### src/rtl/coeff_loader_pkg.sv
// Shared constants and types for the coefficient loader.
//   CL_D_WIDTH : coefficient width in bits
//   CL_DEGREE  : polynomial degree (coefficients per polynomial)
//   CL_BN      : number of memory banks (one coefficient per bank per row)
//   CL_MA      : rows per bank
//   state_t    : loader FSM states
package coeff_loader_pkg;

    localparam int CL_D_WIDTH = 18;
    localparam int CL_DEGREE  = 256;
    localparam int CL_BN      = 16;
    localparam int CL_MA      = CL_DEGREE / CL_BN;

    typedef enum logic [1:0] {
        IDLE = 2'd0,
        LOAD = 2'd1,
        DONE = 2'd2
    } state_t;

endpackage

### src/rtl/coeff_loader_if.sv
// Bus bundle between a coefficient source and the loader.
//   master : drives modulus/start/in_valid/in_data, observes the rest
//   slave  : the loader side (in_ready, memory write port, status flags)
interface coeff_loader_if
    import coeff_loader_pkg::*;
#(
    parameter int D_width = CL_D_WIDTH,
    parameter int BN      = CL_BN,
    parameter int AW      = $clog2(CL_MA)
) ();

    logic [D_width-1:0]    modulus;
    logic                  start;
    logic                  in_valid;
    logic [D_width-1:0]    in_data;
    logic                  in_ready;
    logic                  mem_wr_en;
    logic [AW-1:0]         mem_wr_addr;
    logic [BN*D_width-1:0] mem_wr_data;
    logic                  busy;
    logic                  done;
    logic                  range_err;

    modport master (
        output modulus, start, in_valid, in_data,
        input  in_ready, mem_wr_en, mem_wr_addr, mem_wr_data, busy, done, range_err
    );

    modport slave (
        input  modulus, start, in_valid, in_data,
        output in_ready, mem_wr_en, mem_wr_addr, mem_wr_data, busy, done, range_err
    );

endinterface

### src/rtl/coeff_loader_mod_reduce.sv
// Single conditional subtraction modulo `modulus`.
//   c       : input coefficient
//   modulus : NTT modulus
//   r       : c - modulus when c >= modulus, else c
//   over    : c >= 2*modulus (one subtraction is not enough)
// Comparisons are done one bit wider so 2*modulus cannot overflow.
module mod_reduce #(
    parameter int D_width = 18
) (
    input  logic [D_width-1:0] c,
    input  logic [D_width-1:0] modulus,
    output logic [D_width-1:0] r,
    output logic               over
);

    logic [D_width:0] c_ext;
    logic [D_width:0] m_ext;
    logic [D_width:0] m2_ext;
    logic             ge;

    assign c_ext  = {1'b0, c};
    assign m_ext  = {1'b0, modulus};
    assign m2_ext = {modulus, 1'b0};
    assign ge     = (c_ext >= m_ext);
    assign over   = (c_ext >= m2_ext);
    assign r      = ge ? (c - modulus) : c;

endmodule

### src/rtl/coeff_loader.sv
// Streams one polynomial into BN parallel banks, one row per BN coefficients.
//   clk  : clock, rising edge
//   rst  : synchronous, active-low reset
//   bus  : coeff_loader_if.slave -- start/in_valid/in_data/modulus in;
//          in_ready, row write port (mem_wr_*), busy, done, range_err out
// Coefficient i lands in bank i%BN of row i/BN. The first BN-1 coefficients
// of a row are buffered; the row is written on the edge that accepts the
// last one, so input runs at one coefficient per cycle with no stall.
module coeff_loader
    import coeff_loader_pkg::*;
#(
    parameter int D_width = CL_D_WIDTH,
    parameter int BN      = CL_BN,
    parameter int MA      = CL_DEGREE / CL_BN
) (
    input  logic          clk,
    input  logic          rst,
    coeff_loader_if.slave bus
);

    localparam int AW = (MA > 1) ? $clog2(MA) : 1;
    localparam int SW = (BN > 1) ? $clog2(BN) : 1;

    state_t state_reg, state_next;

    logic [SW-1:0]         slot_reg;
    logic [AW-1:0]         row_reg;
    logic                  range_err_reg;
    logic                  wr_en_reg;
    logic [AW-1:0]         wr_addr_reg;
    logic [BN*D_width-1:0] wr_data_reg;
    logic [D_width-1:0]    buf_reg [BN-1];

    logic [D_width-1:0]    reduced;
    logic                  over;
    logic [BN*D_width-1:0] row_data;
    logic                  accept;
    logic                  start_ok;
    logic                  last_slot;
    logic                  last_row;

    mod_reduce #(.D_width(D_width)) u_reduce (
        .c       (bus.in_data),
        .modulus (bus.modulus),
        .r       (reduced),
        .over    (over)
    );

    assign accept    = (state_reg == LOAD) && bus.in_valid;
    assign start_ok  = (state_reg == IDLE) && bus.start;
    assign last_slot = (slot_reg == SW'(BN - 1));
    assign last_row  = (row_reg == AW'(MA - 1));

    always_ff @(posedge clk) begin
        if (!rst) begin
            state_reg <= IDLE;
        end else begin
            state_reg <= state_next;
        end
    end

    always_comb begin
        state_next = state_reg;
        case (state_reg)
            IDLE:    if (bus.start) state_next = LOAD;
            LOAD:    if (accept && last_slot && last_row) state_next = DONE;
            DONE:    state_next = IDLE;
            default: state_next = IDLE;
        endcase
    end

    // Row buffer: slots 0..BN-2 hold the partial row; the final slot goes
    // straight from the reducer into the write word.
    genvar gi;
    generate
        for (gi = 0; gi < BN - 1; gi++) begin : g_slot
            always_ff @(posedge clk) begin
                if (!rst) begin
                    buf_reg[gi] <= '0;
                end else if (accept && (slot_reg == SW'(gi))) begin
                    buf_reg[gi] <= reduced;
                end
            end
            assign row_data[gi*D_width +: D_width] = buf_reg[gi];
        end
    endgenerate
    assign row_data[(BN-1)*D_width +: D_width] = reduced;

    always_ff @(posedge clk) begin
        if (!rst) begin
            slot_reg      <= '0;
            row_reg       <= '0;
            range_err_reg <= 1'b0;
            wr_en_reg     <= 1'b0;
            wr_addr_reg   <= '0;
            wr_data_reg   <= '0;
        end else begin
            wr_en_reg <= 1'b0;
            if (start_ok) begin
                slot_reg      <= '0;
                row_reg       <= '0;
                range_err_reg <= 1'b0;
            end else if (accept) begin
                range_err_reg <= range_err_reg | over;
                if (last_slot) begin
                    slot_reg    <= '0;
                    row_reg     <= last_row ? '0 : row_reg + AW'(1);
                    wr_en_reg   <= 1'b1;
                    wr_addr_reg <= row_reg;
                    wr_data_reg <= row_data;
                end else begin
                    slot_reg <= slot_reg + SW'(1);
                end
            end
        end
    end

    assign bus.in_ready    = (state_reg == LOAD);
    assign bus.busy        = (state_reg != IDLE);
    assign bus.done        = (state_reg == DONE);
    assign bus.range_err   = range_err_reg;
    assign bus.mem_wr_en   = wr_en_reg;
    assign bus.mem_wr_addr = wr_addr_reg;
    assign bus.mem_wr_data = wr_data_reg;

endmodule

### src/flat_wrapper.sv
// flat-port wrapper written by rule: the top's interface ports become plain ports
module coeff_loader_flat import coeff_loader_pkg::*;
#(
    parameter int D_width = CL_D_WIDTH,
    parameter int BN      = CL_BN,
    parameter int MA      = CL_DEGREE / CL_BN
)
  (clk, rst, bus_modulus, bus_start, bus_in_valid, bus_in_data, bus_in_ready, bus_mem_wr_en, bus_mem_wr_addr, bus_mem_wr_data, bus_busy, bus_done, bus_range_err);
  coeff_loader_if #(.D_width(D_width), .BN(BN)) bus_i ();
  input  logic clk;
  input  logic rst;
  input wire logic [$bits(bus_i.modulus)-1:0] bus_modulus;
  input wire logic [$bits(bus_i.start)-1:0] bus_start;
  input wire logic [$bits(bus_i.in_valid)-1:0] bus_in_valid;
  input wire logic [$bits(bus_i.in_data)-1:0] bus_in_data;
  output wire logic [$bits(bus_i.in_ready)-1:0] bus_in_ready;
  output wire logic [$bits(bus_i.mem_wr_en)-1:0] bus_mem_wr_en;
  output wire logic [$bits(bus_i.mem_wr_addr)-1:0] bus_mem_wr_addr;
  output wire logic [$bits(bus_i.mem_wr_data)-1:0] bus_mem_wr_data;
  output wire logic [$bits(bus_i.busy)-1:0] bus_busy;
  output wire logic [$bits(bus_i.done)-1:0] bus_done;
  output wire logic [$bits(bus_i.range_err)-1:0] bus_range_err;
  assign bus_i.modulus = bus_modulus;
  assign bus_i.start = bus_start;
  assign bus_i.in_valid = bus_in_valid;
  assign bus_i.in_data = bus_in_data;
  assign bus_in_ready = bus_i.in_ready;
  assign bus_mem_wr_en = bus_i.mem_wr_en;
  assign bus_mem_wr_addr = bus_i.mem_wr_addr;
  assign bus_mem_wr_data = bus_i.mem_wr_data;
  assign bus_busy = bus_i.busy;
  assign bus_done = bus_i.done;
  assign bus_range_err = bus_i.range_err;
  coeff_loader #(.D_width(D_width), .BN(BN), .MA(MA)) u_core (.clk(clk), .rst(rst), .bus(bus_i));
endmodule
### config.mk
export PLATFORM = sky130hd
export DESIGN_NAME = coeff_loader_flat
export DESIGN_NICKNAME = d
export VERILOG_FILES = /design/src/rtl/coeff_loader_pkg.sv /design/src/rtl/coeff_loader_if.sv /design/src/rtl/coeff_loader_mod_reduce.sv /design/src/rtl/coeff_loader.sv /design/src/flat_wrapper.sv
export SDC_FILE = /design/constraint.sdc
export NUM_CORES = 1
export LEC_CHECK = 0
export ABC_AREA = 0
export BUFFER_PORTS_ARGS = -buffer_cell sky130_fd_sc_hd__buf_2
export CAP_MARGIN = 20
export CORE_UTILIZATION = 61
export DETAILED_ROUTE_END_ITERATION = 10
export PLACE_DENSITY = 0.95
export SYNTH_ARGS = -nofsm -noshare
export SYNTH_HDL_FRONTEND = slang
export SYNTH_SLANG_ARGS = --single-unit
### constraint.sdc
create_clock -name clk -period 5.1 [get_ports clk]
set_clock_uncertainty 0.05 [all_clocks]
set_input_delay 0 -clock clk [delete_from_list [all_inputs] [get_ports clk]]
set_output_delay 0 -clock clk [all_outputs]
set_load 0.02 [all_outputs]
# After elaboration in Yosys (flattened, before gate mapping)
# Memories as Yosys holds them, arrays and structs flattened. A register that Yosys moved wholly into a read port is not among the register bits.
# Index checks and enable logic that the tools add are counted.
# totals
reg_bits,304
latchBits,0
mem_bits_rw,270
mem_bits_ro,0
in_bits,40
elab_cells,162
memories,1
# op_classes
n_addsub,3
n_mul,0
n_div,0
magnitude_cmp,2
eq_ne,20
n_shift,0
mux,68
bitwise,19
n_reduce_logical,42
# memory_table
memory,words,word_bits,rd,rd_clocked_by_memory_dff,wr,line,rtl
u_core.buf_reg,15,18,15,15,15,coeff_loader.sv:32,logic [D_width-1:0] buf_reg [BN-1];
# ops
operator,n
2-to-1 mux 18 bit,16
2-to-1 mux 1 bit,47
equality test 4 bit (second input constant),9
>= comparator 18 x 19 -> 1 bit,1
logical AND 1 bit,19
>= comparator 18 bit,1
subtractor 18 bit,1
equality test 4 x 3 -> 1 bit (second input constant),4
bitwise OR 1 bit,16
logical NOT 1 bit,15
adder 4 x 1 -> 4 bit (second input constant),2
equality test 4 x 2 -> 1 bit (second input constant),2
2-to-1 mux 4 bit,2
equality test 4 x 1 -> 1 bit (second input constant),1
logical NOT 4 bit,1
2-to-1 mux 2 bit,2
one-hot mux 2 bit (2 select lines),1
AND reduction 2 bit,2
NOT 1 bit,3
AND reduction 3 bit,1
OR reduction 3 bit,1
equality test 2 x 1 -> 1 bit (second input constant),1
equality test 2 bit (second input constant),1
logical NOT 2 bit,1
other kinds (4),4

# Longest topological paths before layout
# Gate-level depths: netlist of the first run.
# logic_depth
ltp_word,7
ltp_mapped,11

# Cells and area by module
# A second synthesis of the first run with hierarchy kept.
# hier_totals
hier_cells,2295
hier_area_um2,23915.4
# by_module_without_submodules
mod,n_inst,cells_per_inst,area_per_inst_um2
coeff_loader,1,2064,22127.5
mod_reduce,1,231,1788.0

# Least setup slack after synthesis of the first run
# OpenSTA, ideal clock, no wires.
# synth_timing
kind,register -> register
start,register u_core.state_reg[1]
end,"memory u_core.buf_reg[12][0], enable pin"
setup_time_ns,0.418
arrival_time_ns,2.311
slack_ns,2.321
stages_incl_launch_ff,5
n_path_buf,1
path_cell_list,dfxtp_1 and3b_1 clkbuf_1 nand2_1 o21ai_0
# synth_lines
item,line,rtl
start: declaration,coeff_loader.sv:24,"state_t state_reg, state_next;"
start signal: assignment,coeff_loader.sv:58,state_reg <= state_next;
end: declaration,coeff_loader.sv:32,

# Final worst setup path of the first run
# layout_timing
start,input bus_in_data[0]
end,register u_core.wr_data_reg[282] (netlist: u_core.bus.mem_wr_data[282])
# layout_between
elab_chain_len,2
word_cells_on_any_way,3
classes_between,add/sub (1); order compare (1); mux (1)
# layout_lines
item,line,rtl
start: declaration,flat_wrapper.sv:15,input wire logic [$bits(bus_i.in_data)-1:0] bus_in_data;
subtractor 18 bit / >= comparator 18 bit (equally long branches),"coeff_loader_mod_reduce.sv:26, coeff_loader_mod_reduce.sv:24",
2-to-1 mux 18 bit (*),coeff_loader_mod_reduce.sv:26,assign r = ge ? (c - modulus) : c;
end signal: assignment,coeff_loader.sv:110,wr_data_reg <= row_data;
end: declaration,coeff_loader.sv:31,logic [BN*D_width-1:0] wr_data_reg;
# Every way passes the cells marked *; elsewhere a longest branch is shown, timed or not.
# A chain may end at the register's enable or synchronous reset.

==> metrics, run 1 <==
PnR worst setup slack=1.056 ns; setup violators final=0; Compound-Gate Fraction of Synth Area=0.1121; number of distinct library cells after synthesis=74; number of synthesized flops with an enable pin=270; crit-path max cell delay=0.91 ns; TritonCTS Sinks=574; Logic pwr share=0.074; CTS tree=yes; Post-Synthesis Cells=2197; largest net degree at the start of global routing=134; I/O pins=337; clk slew on worst S/H paths=0.07 ns; flop2flop setup slack=1.56 ns; hold crit path type=input pin to register; HPWL Detailed=41.95 mm; FMAX=0.2473 GHz; Seq pwr share=0.517; CP Data Required Time=5.54 ns; average routed wire per standard cell=22.80 µm; kind of critical path=input pin to register; Hold Violations, Final=0; Die Ht=192.3 µm; status=complete, no violations; syn avg cell area=10.05 µm²; RSZ-0062 raised after global routing=false; crit-path most repeated cell=dlygate4sd3_1; TritonCTS Buffers=53; final slew viol count=0; leakage=10.30 nW; # rows=69; post-synthesis sequential area ratio=0.6428; largest family of logic cells by synthesized area=simple AND/OR/NAND/NOR gates; commonest non-fill, non-tap cell in the layout=nand2_1; proportion of layout cells with a drive suffix above 1=0.2048; most frequent cells in the layout=nand2_1 (575), buf_2 (336), a21oi_1 (326); GRT Util Overall=0.3609; number of max-cap violations=0; Placement Setup Slack=1.559 ns; fin util=0.7292; Vias/cell=6.125; max reg flops=288; maximum vdd drop=0.0002873 V; worst-path maximum fanout=16; startpoint types=input pin; area grow syn2layout=17.46%; Diodes inserted=0; initial antenna violation count=1; P_sw=2.377 mW; Max clock buf depth=3; switching fraction of total power=0.2498; Routed Antenna Nets=0; Final period util=0.7929; final wirelength=68.07 mm; Clock Power Share=0.408; area of the core=35570 µm²; PwrDens=366.8 nW/µm²; Root Buffer=clkbuf_16; relative slew slack=0.1992; DIE AREA=36970 µm²; Main synth FF type=dfxtp_1; Cell Int Power=7.137 mW; top cells by area, synth=edfxtp_1 (37%), dfxtp_1 (28%), nand2_1 (9.8%), a21oi_1 (7.4%), nor2_1 (4.4%); first-pass GRT wire length=99.37 mm; Async SR Flop Fraction=0; Synth warnings=0; Worst-Skew Late Latency=0.62 ns; Starting Density=0.6208; GRT Residual Overflow=0; CP endpoint kind=register; CP arrival=4.49 ns; Cell Area, Synth=22080 µm²; area share of the largest cell type after synthesis=0.3672; multiplexer area fraction after synthesis=0.007876; Synth Area in Simple Gates=0.1730; Setup TNS Final=0 ns; min Tclk post-route=4.044 ns; via count of the first global-routing pass=17700; #FFs+latches synth=574; H-Tree Depth=2; Worst Max-Slew Pin Slew=1.201 ns; via count=18290; Post-Synth XOR/XNOR Area=0.003570; DIE WIDTH=192.3 µm; Pre-antenna DRT Iters=6; global placer's final weighted congestion=0.9153; cell at the slowest stage of the critical path=mux2i_4; DRC errors left=0; dominant cell type by area after synthesis=edfxtp_1; adder-cell share of the synthesized area=0.02357; Final Net Count=2561; post-cts sizing count=0; Mapped Nets=2278; DRT iter0 DRCs=2478; Critical Path, Cell by Cell=dlygate4sd3_1, buf_2, inv_1, ha_1, fa_1, nand2b_1, a21o_4, a2111o_1, nand3_2, buf_4, mux2i_4, a21oi_1, dlygate4sd3_1; Port Buffers=336
## layer usage
metal / vias to the layer above / wire [µm] / GRT usage
met5: - / 10 / 0
li1: 7991 / - / -
met1: 8701 / 23670 / 0.4446
met4: 2 / 3635 / 0.1978
met2: 1339 / 32760 / 0.5910
met3: 257 / 7995 / 0.08038
## metrics by stage
step	cell area (µm²)	total power [mW]	hold WS, ns	std cells
after floorplan	22080	5.416	0.1076	2197
after global placement	23990	5.666	0.2461	2860
after detailed placement	23990	5.679	0.2474	2860
after CTS	25870	9.469	0.003729	2981
after global routing	25940	9.696	0.03157	2986
final	25940	9.514	0.01748	2986
## timing repair
action                    in CTS  in global routing
buffers inserted               0                  0
hold buffers                  21                  0
hold endpoints to repair      80                  0
## synthesized netlist by cell type, types with 3 or more instances
| cell type | number |
|---|---|
| a2111o_1 | 3 |
| a211oi_1 | 8 |
| a211oi_2 | 3 |
| a21o_1 | 3 |
| a21oi_1 | 326 |
| a31oi_1 | 3 |
| and2_1 | 7 |
| and3_1 | 3 |
| and4_1 | 3 |
| buf_2 | 16 |
| buf_4 | 6 |
| buf_6 | 5 |
| clkbuf_1 | 119 |
| clkbuf_8 | 3 |
| dfxtp_1 | 304 |
| edfxtp_1 | 270 |
| ha_1 | 40 |
| inv_1 | 29 |
| mux2i_1 | 8 |
| mux2i_4 | 3 |
| nand2_1 | 575 |
| nand2_2 | 10 |
| nand2b_1 | 6 |
| nand3_1 | 15 |
| nand4_1 | 12 |
| nor2_1 | 259 |
| nor2_2 | 10 |
| nor2b_1 | 6 |
| nor3_1 | 23 |
| nor4_1 | 3 |
| o211ai_1 | 4 |
| o21a_1 | 6 |
| o21ai_0 | 42 |
| o31a_1 | 3 |
| or3_1 | 4 |
| xnor2_1 | 6 |
| xor2_1 | 3 |
## critical path: cells and delay by family
family | cells | cell delay (ns)
simple gates | 2 | 0.30
mux | 1 | 0.91
buf+inv | 5 | 1.71
compound gates | 3 | 0.89
fa+ha+maj | 2 | 0.63
## kinds of logic (layout without fill, tap and decap cells)
group | count (synthesis) | count (layout)
simple gates | 947 | 947
flops | 574 | 574
buf+inv | 181 | 509
xor+xnor | 9 | 9
mux | 13 | 13
compound gates | 432 | 432
fa+ha+maj | 41 | 41
## worst paths after layout
check / depth (start not counted) / startpoint / end
min: 3 / bus_in_data[6] / u_core.bus.mem_wr_data[276]
max reg2reg: 7 / u_core.state_reg[1] / u_core.bus.mem_wr_data[273]
min reg2reg: 2 / u_core.bus.mem_wr_data[262] / u_core.bus.mem_wr_data[262]
max: 13 / bus_in_data[0] / u_core.bus.mem_wr_data[282]
## area by class of cell
cell class	instances	area, µm²
well taps	461	576.8
clock buffers	68	1444
multi-input cells	1442	7238
repair buffers	380	2141
inverters	29	116.4
fillers	2241	9630
clock inverters	32	229.0
flip-flops and latches	574	14190
## power by group through the flow
| stage | Clock [mW] | Sequential [mW] | Combinational (mW) |
|---|---|---|---|
| 2_1_floorplan | 0 | 5.01 | 0.406 |
| 3_3_place_gp | 0 | 5.01 | 0.652 |
| 3_5_place_dp | 0 | 5.02 | 0.662 |
| 4_1_cts | 3.87 | 4.92 | 0.677 |
| 5_1_grt | 4.04 | 4.92 | 0.731 |
| 6_report | 3.89 | 4.92 | 0.708 |
Power figures use the tool's default switching activity.
==> inputs of run 2 (changes only) <==
--- a/config.mk
+++ b/config.mk
@@ -8,9 +8,9 @@
 export ABC_AREA = 0
 export BUFFER_PORTS_ARGS = -buffer_cell sky130_fd_sc_hd__buf_2
 export CAP_MARGIN = 20
-export CORE_UTILIZATION = 61
+export CORE_UTILIZATION = 51
 export DETAILED_ROUTE_END_ITERATION = 10
-export PLACE_DENSITY = 0.95
+export PLACE_DENSITY = 0.86
 export SYNTH_ARGS = -nofsm -noshare
 export SYNTH_HDL_FRONTEND = slang
 export SYNTH_SLANG_ARGS = --single-unit
==> constraint.sdc (replaced) <==
create_clock -name clk -period 3.6 [get_ports clk]
set_clock_uncertainty 0.05 [all_clocks]
set_input_delay 0 -clock clk [delete_from_list [all_inputs] [get_ports clk]]
set_output_delay 0 -clock clk [all_outputs]
set_load 0.02 [all_outputs]
==> run 2 against run 1 <==
Effect of this change:
- combinational power grew 55%
- clock-buffer cell count increased by 18
- critical path type unchanged
- final cell count is 5.1% higher
- largest power group unchanged
- utilization is 10 points lower
- sequential share of layout area is 1.1 points lower
- worst hold slack improved by 0.024 ns
- die area grew 19%
- sequential power is 42% higher
- wire length is 5.9% lower
- critical path depth did not move
- cell area grew 2.1%
- largest cell class unchanged
==> metrics, run 2 (same netlist as run 1, synthesis figures left out) <==
Cell Int Power=10.47 mW (was 7.137 mW); leakage=10.52 nW (was 10.30 nW); max reg flops=288 (unchanged); flop2flop setup slack=0.39 ns (was 1.56 ns); CTS tree=yes (unchanged); kind of critical path=input pin to register (unchanged); Logic pwr share=0.080 (was 0.074); DRT iter0 DRCs=2103 (was 2478); H-Tree Depth=2 (unchanged); largest net degree at the start of global routing=193 (was 134); Clock Power Share=0.414 (was 0.408); min Tclk post-route=3.452 ns; fin cells=3139 (was 2986); maximum vdd drop=0.0004006 V (was 0.0002873 V); GRT Residual Overflow=0 (unchanged); commonest non-fill, non-tap cell in the layout=nand2_1 (unchanged); CP Launch Point=bus_in_data[0] (unchanged); Placement Setup Slack=0.3610 ns (was 1.559 ns); HP Start=bus_modulus[0] (was bus_in_data[6]); fin util=0.6257 (was 0.7292); Hold Path End=u_core.bus.mem_wr_data[270] (was u_core.bus.mem_wr_data[276]); initial antenna violation count=0 (was 1); R2R Path End=u_core.bus.mem_wr_data[277] (was u_core.bus.mem_wr_data[273]); post-route cell area=26480 µm² (was 25940 µm²); Die Ht=210.1 µm (was 192.3 µm); area grow syn2layout=19.92% (was 17.46%); Root Buffer=clkbuf_16 (unchanged); proportion of layout cells with a drive suffix above 1=0.2162 (was 0.2048); DRC errors left=0 (unchanged); area post-placement=24520 µm² (was 23990 µm²); via count of the first global-routing pass=16820 (was 17700); Worst-Skew Late Latency=0.61 ns (was 0.62 ns); TritonCTS Sinks=574 (unchanged); status=complete, no violations (unchanged); PwrDens=519.9 nW/µm² (was 366.8 nW/µm²); Final period util=0.9588; average routed wire per standard cell=20.42 µm (was 22.80 µm); GRT Util Overall=0.2857 (was 0.3609); relative slew slack=0.3027 (was 0.1992); startpoint types=input pin (unchanged); # rows=75 (was 69); Setup TNS Final=0 ns (unchanged); hold crit path type=input pin to register (unchanged); Hold Slack=0.04100 ns (was 0.01748 ns); I/O pins=337 (unchanged); DIE AREA=44140 µm² (was 36970 µm²); Reg2Reg Launch Point=u_core.state_reg[0] (was u_core.state_reg[1]); CP arrival=3.89 ns (was 4.49 ns); RSZ-0062 raised after global routing=false (unchanged); HPWL Detailed=42.17 mm (was 41.95 mm); Max clock buf depth=3 (unchanged); setup violators final=0 (unchanged); Vias/cell=5.641 (was 6.125); number of max-cap violations=0 (unchanged); most frequent cells in the layout=nand2_1 (575), buf_2 (336), a21oi_1 (326) (unchanged); Seq pwr share=0.506 (was 0.517); clk slew on worst S/H paths=0.07 ns (about the same); Pre-antenna DRT Iters=5 (was 6); path depth of the worst reg2reg path=7 (unchanged); Port Buffers=336 (unchanged); area of the core=42320 µm² (was 35570 µm²); PnR worst setup slack=0.1484 ns (was 1.056 ns); Worst Max-Slew Pin Slew=1.043 ns (was 1.201 ns); placed cell count=3018 (was 2860); Final Total Pwr=13.77 mW (was 9.514 mW); CP endpoint kind=register (unchanged); DIE WIDTH=210.1 µm (was 192.3 µm); FMAX=0.2897 GHz; final slew viol count=0 (unchanged); P_sw=3.295 mW (was 2.377 mW); switching fraction of total power=0.2393 (was 0.2498); global placer's final weighted congestion=0.9019 (was 0.9153); TritonCTS Buffers=55 (was 53); Hold Violations, Final=0 (unchanged); Starting Density=0.5218 (was 0.6208); hold path depth=5 (was 3); worst-path maximum fanout=8 (was 16); first-pass GRT wire length=96.31 mm (was 99.37 mm); via count=17710 (was 18290); Routed Antenna Nets=0 (unchanged); CP Data Required Time=4.04 ns (was 5.54 ns); Diodes inserted=0 (unchanged); Final Net Count=2596 (was 2561); final wirelength=64.08 mm (was 68.07 mm)
==> run 2: cell types whose count changed in the layout (fill, tap and decap cells not counted), sizes merged <==
cell         change
buf             +38
clkbuf          +18
clkinv           -6
dlygate4sd3      -5
clkinvlp         -4
inv              -4
==> run 2: area by class of cell <==
class | instances | area [µm²]
clock buffer | 86 | 1655
clock inverter | 18 | 131.4
fill | 3314 | 15840
inverter | 29 | 116.4
multi-input combinational | 1442 | 7262
sequential | 574 | 14190
tap | 577 | 721.9
timing repair buffer | 413 | 2400
==> run 2: how the worst max path moves through the flow <==
stage,endpoint
2_1_floorplan,u_core.buf_reg[12][0]
6_report,u_core.bus.mem_wr_data[277]
3_3_place_gp,u_core.buf_reg[1][16]
4_1_cts,u_core.bus.mem_wr_data[277]
3_5_place_dp,u_core.buf_reg[14][16]
5_1_grt,u_core.bus.mem_wr_data[277]
==> run 2: repair_timing <==
| action | CTS | global route |
|---|---|---|
| gates resized for setup | 0 | 1 |
| hold buffers | 16 | 0 |
| endpoints found under the hold margin | 165 | 0 |
| setup buffers | 0 | 0 |
| setup endpoints to repair | 0 | 1 |
==> run 2: critical path, stage by stage <==
cell and delay [ns]:
dlygate4sd3_1 0.52, buf_2 0.11, inv_1 0.06, ha_1 0.23, fa_1 0.41, nand2b_1 0.20
a21o_4 0.24, a2111o_1 0.46, and3_2 0.35, nand4_1 0.11, dlygate4sd3_1 0.55, nand3_1 0.07
dlygate4sd3_1 0.56
==> run 2: power by group through the flow <==
stage,sequential [mW],combinational (mW),clock (mW)
2_1_floorplan,7.10,0.576,0
3_3_place_gp,7.11,1.04,0
3_5_place_dp,7.11,1.06,0
4_1_cts,6.97,1.07,5.75
5_1_grt,6.98,1.14,6.01
6_report,6.97,1.10,5.70
==> run 2: routing by layer <==
| metal | wire, µm | GRT usage |
|---|---|---|
| met1 | 26260 | 0.3882 |
| met2 | 29950 | 0.4596 |
| met3 | 6157 | 0.06213 |
| met4 | 1721 | 0.08507 |
| met5 | 0 | 0 |
